## src/rtl/uart_rx_word_packer_pkg.sv

```systemverilog
// Shared types and defaults for the UART receive word packer.
package uart_rx_word_packer_pkg;

  typedef enum logic [0:0] {
    StIdle,
    StCollect
  } pack_state_e;

  localparam int unsigned DefDataBits     = 8;
  localparam int unsigned DefWordBytes    = 4;
  localparam int unsigned DefTimeoutTicks = 2048;

endpackage

```

## src/rtl/uart_rx_timeout.sv

```systemverilog
// Inter-byte timeout counter: counts enabled ticks, pulses expire on the final tick.
module uart_rx_timeout #(
  parameter int unsigned TIMEOUT_TICKS = 2048
) (
  input  logic clk,
  input  logic reset,
  input  logic clear,
  input  logic enable,
  output logic expire
);

  localparam int unsigned CntW = (TIMEOUT_TICKS > 0) ? $clog2(TIMEOUT_TICKS + 1) : 1;
  localparam logic [CntW-1:0] LastCnt = CntW'(TIMEOUT_TICKS - 1);

  logic [CntW-1:0] cnt_q, cnt_d;

  // A value of zero disables the timeout entirely.
  assign expire = (TIMEOUT_TICKS != 0) && enable && !clear && (cnt_q == LastCnt);

  always_comb begin
    cnt_d = cnt_q;
    if (clear || expire) begin
      cnt_d = '0;
    end else if (enable) begin
      cnt_d = cnt_q + 1'b1;
    end
  end

  always_ff @(posedge clk or posedge reset) begin
    if (reset) begin
      cnt_q <= '0;
    end else begin
      cnt_q <= cnt_d;
    end
  end

endmodule

```

## src/rtl/uart_rx_word_packer.sv

```systemverilog
// Packs consecutive UART bytes into little-endian words behind a one-word valid/ready buffer.
module uart_rx_word_packer
  import uart_rx_word_packer_pkg::*;
#(
  parameter int unsigned DATA_BITS     = DefDataBits,
  parameter int unsigned WORD_BYTES    = DefWordBytes,
  parameter int unsigned TIMEOUT_TICKS = DefTimeoutTicks
) (
  input  logic                            clk,
  input  logic                            reset,
  input  logic                            s_tick,
  input  logic                            rx_done_tick,
  input  logic [DATA_BITS-1:0]            rx_data,
  input  logic                            flush,
  input  logic                            word_ready,
  output logic                            word_valid,
  output logic [WORD_BYTES*DATA_BITS-1:0] word_data,
  output logic                            overrun,
  output logic                            timeout_tick
);

  localparam int unsigned WW  = WORD_BYTES * DATA_BITS;
  localparam int unsigned CbW = $clog2(WORD_BYTES);
  localparam logic [CbW-1:0] LastByte = CbW'(WORD_BYTES - 1);

  pack_state_e    state_q, state_d;
  logic [CbW-1:0] byte_cnt_q, byte_cnt_d;
  logic [WW-1:0]  asm_q, asm_d;
  logic [WW-1:0]  shifted;
  logic           word_valid_q, word_valid_d;
  logic [WW-1:0]  word_data_q, word_data_d;
  logic           overrun_q, overrun_d;
  logic           timeout_tick_q, timeout_tick_d;
  logic           to_clear, to_enable, to_expire;

  // New byte enters at the top so the first byte ends up in the LSBs.
  assign shifted = {rx_data, asm_q[WW-1:DATA_BITS]};

  assign to_clear  = flush || rx_done_tick || (state_q == StIdle);
  assign to_enable = s_tick && (state_q == StCollect);

  uart_rx_timeout #(
    .TIMEOUT_TICKS(TIMEOUT_TICKS)
  ) u_timeout (
    .clk   (clk),
    .reset (reset),
    .clear (to_clear),
    .enable(to_enable),
    .expire(to_expire)
  );

  always_comb begin
    state_d        = state_q;
    byte_cnt_d     = byte_cnt_q;
    asm_d          = asm_q;
    word_valid_d   = word_valid_q;
    word_data_d    = word_data_q;
    overrun_d      = overrun_q;
    timeout_tick_d = 1'b0;

    if (flush) begin
      state_d      = StIdle;
      byte_cnt_d   = '0;
      asm_d        = '0;
      word_valid_d = 1'b0;
      overrun_d    = 1'b0;
    end else begin
      if (word_valid_q && word_ready) begin
        word_valid_d = 1'b0;
      end

      if (rx_done_tick) begin
        asm_d = shifted;
        if (byte_cnt_q == LastByte) begin
          state_d    = StIdle;
          byte_cnt_d = '0;
          if (!word_valid_q || word_ready) begin
            word_data_d  = shifted;
            word_valid_d = 1'b1;
          end else begin
            overrun_d = 1'b1;
          end
        end else begin
          state_d    = StCollect;
          byte_cnt_d = byte_cnt_q + 1'b1;
        end
      end else if (to_expire) begin
        state_d        = StIdle;
        byte_cnt_d     = '0;
        asm_d          = '0;
        timeout_tick_d = 1'b1;
      end
    end
  end

  always_ff @(posedge clk or posedge reset) begin
    if (reset) begin
      state_q        <= StIdle;
      byte_cnt_q     <= '0;
      asm_q          <= '0;
      word_valid_q   <= 1'b0;
      word_data_q    <= '0;
      overrun_q      <= 1'b0;
      timeout_tick_q <= 1'b0;
    end else begin
      state_q        <= state_d;
      byte_cnt_q     <= byte_cnt_d;
      asm_q          <= asm_d;
      word_valid_q   <= word_valid_d;
      word_data_q    <= word_data_d;
      overrun_q      <= overrun_d;
      timeout_tick_q <= timeout_tick_d;
    end
  end

  assign word_valid   = word_valid_q;
  assign word_data    = word_data_q;
  assign overrun      = overrun_q;
  assign timeout_tick = timeout_tick_q;

endmodule

```

## config.mk

```make
export PLATFORM = sky130hd
export DESIGN_NAME = uart_rx_word_packer
export DESIGN_NICKNAME = d
export VERILOG_FILES = /design/src/rtl/uart_rx_word_packer_pkg.sv /design/src/rtl/uart_rx_timeout.sv /design/src/rtl/uart_rx_word_packer.sv
export SDC_FILE = /design/constraint.sdc
export NUM_CORES = 1
export LEC_CHECK = 0
export ABC_CLOCK_PERIOD_IN_PS = 3860
export CAP_MARGIN = 15
export CORE_ASPECT_RATIO = 1.5
export CORE_MARGIN = 2
export CORE_UTILIZATION = 25
export CTS_CLUSTER_SIZE = 30
export DETAILED_ROUTE_END_ITERATION = 10
export PLACE_DENSITY = 0.45
export SLEW_MARGIN = 20
export SYNTH_ARGS = -nofsm -noshare
export SYNTH_HDL_FRONTEND = slang
export SYNTH_SLANG_ARGS = --single-unit
```

## constraint.sdc

```tcl
create_clock -name clk -period 3.86 [get_ports clk]
set_input_delay 0.772 -clock clk [delete_from_list [all_inputs] [get_ports clk]]
set_output_delay 0.772 -clock clk [all_outputs]
set_load 0.01 [all_outputs]
```

==> summary.txt <==
Routing
  • Drc violations: 0
  • Vias per Instance: 4.278
  • Antenna-violating nets left: 0
  • Post-DR wirelength/cell: 14.22 um
  • Starting DRT DRC Count: 72
  • Vias: 1,754
  • Routed Wire Length: 5830 um
  • Pre-antenna DRT Iters: 4

Floorplanning
  • Cell Rows: 48
  • DIE WIDTH: 92.78 um
  • Chip Height: 137.2 um
  • Core area: 0.01153 mm2
  • Initial core utilization: 0.2563
  • Die Area: 0.01273 mm2
  • I/O Pins: 49

Pwr
  • Clock network fraction of design power: 0.432
  • Power Density: 448.9 mW/mm2
  • Gate power share: 0.083
  • Lkg Pwr: 0.001726 uW
  • VDD IR max: 224.5 uV
  • Switching Fraction: 0.2144
  • Net Switching: 368.8 uW
  • Pint: 1351 uW
  • Sequential group share of total power: 0.485

Layout
  • Layout filler cell count: 1,166
  • # diodes: 0
  • Layout area overhead: 29.68%
  • Final net count: 274
  • Fraction of layout instances using a drive strength above 1: 0.2192
  • Register Area: 0.001852 mm2
  • Footprint of the multi-input gates: 0.001011 mm2

Timing
  • Final setup skew: 0.004005 ns
  • Max-slew violations: 0
  • Setup_tns: 0 ns
  • Final worst slack: 1.372 ns
  • Relative slew slack: 0.3113
  • RSZ-0062 raised after global routing: no
  • Worst slew pin tran: 1.030 ns
  • FMAX: 401.9 MHz
  • Final setup vio count: 0
  • Period minus WS final: 2.488 ns
  • Final count of hold timing violations: 0
  • Final period utilization: 0.6446

Global routing
  • Largest net degree at the start of global routing: 75
  • Antenna violations before repair: 0
  • First-pass GRT wire length: 9673 um
  • Global route overflow: 0
  • Vias in the first global route: 1,835
  • Gr usage total: 0.1009

Placed design
  • DP HPWL: 3924 um
  • I/O Buffers: 48
  • GPL Wtd Cong: 0.7083
  • Post-placement setup slack: 0.9274 ns

Logic synthesis
  • #FFs+latches synth: 74
  • Mapped Cells: 206
  • Top-count cell post-synth: dfrtp_1
  • EDFF count, synth: 0
  • Most frequent cells after synthesis: 74 x dfrtp_1, 29 x mux2_2, 20 x a22o_1
  • Post-synthesis async set-or-reset flop share: 1.000
  • Synth Area per Inst: 14.35 um2
  • Synth area leaders: dfrtp_1 63%, mux2_2 11%, a22o_1 5.9%, xnor2_1 2.7%, nor2_1 2.2%
  • Ys Warns: 0
  • Synth area leader: dfrtp_1
  • Seq/Total Area, Yosys: 0.6266
  • Syn_nets: 222
  • Top_reg_cell synth: dfrtp_1
  • Synth top area share: 0.6266
  • Mapped Area: 0.002955 mm2
  • Yosys cell types: 32

Setup path
  • Startpoint Class: input pin
  • CP Data Required Time: 4.07 ns
  • CP max FO: 19
  • WS Path Type: in2reg
  • CP Capture Type: flip-flop
  • WP data arrival: 2.70 ns

Clock network
  • Cts hold-fix bufs: 0
  • CTS tree: done
  • Clk Latency, worst-skew pair: 0.32 ns
  • H-tree levels: 3
  • Cts repair resizes: 0
  • Setup bufs post-CTS: 0
  • Worst-path clk slew: 0.05 ns
  • Root buf cell: clkbuf_16
  • Max Buffers Root-to-Sink: 2
  • CTS sink count: 74
  • CTS buffer count: 9

Min path
  • Worst Hold Class: reg2reg

Flow run
  • Max-Cap Viols: 0

Outcome
  • Status: finished clean
==> logic make-up (layout without fill, tap and decap cells) <==
group / count (synthesis) / after routing / share of synthesized area
buffers and inverters: 15 / 69 / 0.03218
xor gates and xnor gates: 11 / 11 / 0.03260
DFF: 74 / 74 / 0.6266
adders and majority gates: 2 / 2 / 0.008466
and+or+nand+nor: 41 / 41 / 0.08129
muxes: 34 / 34 / 0.1291
AOI/OAI and AO/OA: 29 / 29 / 0.08975
==> worst paths after layout <==
| path | startpoint | slack [ns] | cells past startpoint | endpoint |
|---|---|---|---|---|
| min | word_data[8]$_DFFE_PP0P_ | 0.49 | 1 | word_data[8]$_DFFE_PP0P_ |
| min reg2reg | word_data[8]$_DFFE_PP0P_ | 0.49 | 1 | word_data[8]$_DFFE_PP0P_ |
| min in group asynchronous | reset | 1.06 | 3 | word_data[9]$_DFFE_PP0P_ |
| max | rx_done_tick | 1.37 | 5 | word_data[26]$_DFFE_PP0P_ |
| max reg2reg | u_timeout.cnt_q[0]$_DFFE_PP0P_ | 1.78 | 5 | byte_cnt_q[0]$_DFFE_PP0P_ |
| max in group asynchronous | reset | 2.19 | 3 | word_data[10]$_DFFE_PP0P_ |
==> layer usage <==
metal,global-route usage,vias up,wire [um],share of wire
met1,0.1217,880,2495,0.43
met5,0,-,0,0
li1,-,837,-,-
met4,0.05392,0,119,0.020
met3,0.02753,7,207,0.036
met2,0.1634,30,3008,0.52
==> layout by cell type (no fill, tap or decap), types with 2 or more instances in the layout <==
| master | instances |
|---|---|
| nand4_1 | 2 |
| xor2_1 | 2 |
| clkbuf_16 | 9 |
| nand2b_1 | 2 |
| dfrtp_1 | 74 |
| nor3_1 | 4 |
| clkbuf_8 | 2 |
| nand2_1 | 5 |
| nand3_1 | 3 |
| nor2_1 | 17 |
| a22o_2 | 5 |
| ha_1 | 2 |
| clkdlybuf4s50_1 | 48 |
| inv_1 | 4 |
| mux2_1 | 4 |
| clkbuf_1 | 2 |
| a22o_1 | 20 |
| mux2_2 | 29 |
| buf_4 | 3 |
| xnor2_1 | 9 |
==> layout make-up <==
class	count	share of cell area
Clock buffer	13	0.06791
Inverter	5	0.004897
Multi-Input combinational cell	117	0.2638
Sequential cell	74	0.4832
Tap cell	150	0.04897
Timing Repair Buffer	51	0.1312
==> stage by stage <==
step	hold WS [ns]	power, uW	area [um2]	std cells	utilization
6_report	0.4887	1720	3832	410	0.3324
5_1_grt	0.5139	1802	3832	410	0.3324
4_1_cts	0.5003	1750	3832	410	0.3324
3_5_place_dp	0.4879	995.1	3572	397	0.3098
3_3_place_gp	0.4792	993.2	3572	397	0.3098
2_1_floorplan	0.4622	912.7	2955	206	-
==> worst max-delay path, stage by stage <==
cell and delay [ns]:
clkdlybuf4s50_1 0.60, nor2b_2 0.22, nand3_2 0.42, buf_4 0.39
mux2_2 0.29
==> power by group through the flow <==
stage	logic, uW	registers (uW)	clock network (uW)
global placement	146	847	0
global route	156	838	808
finish	143	834	744
floorplan	59.7	853	0
detailed placement	148	848	0
CTS	148	834	768
==> flip-flops by register name, indices dropped and copies added (netlist names) <==
name / flops
byte_cnt_q: 2
asm_q: 24
u_timeout.cnt_q: 12
word_valid: 1
timeout_tick: 1
overrun: 1
word_data: 32
state_q: 1
No activity file was read; power rests on OpenSTA's default activity.
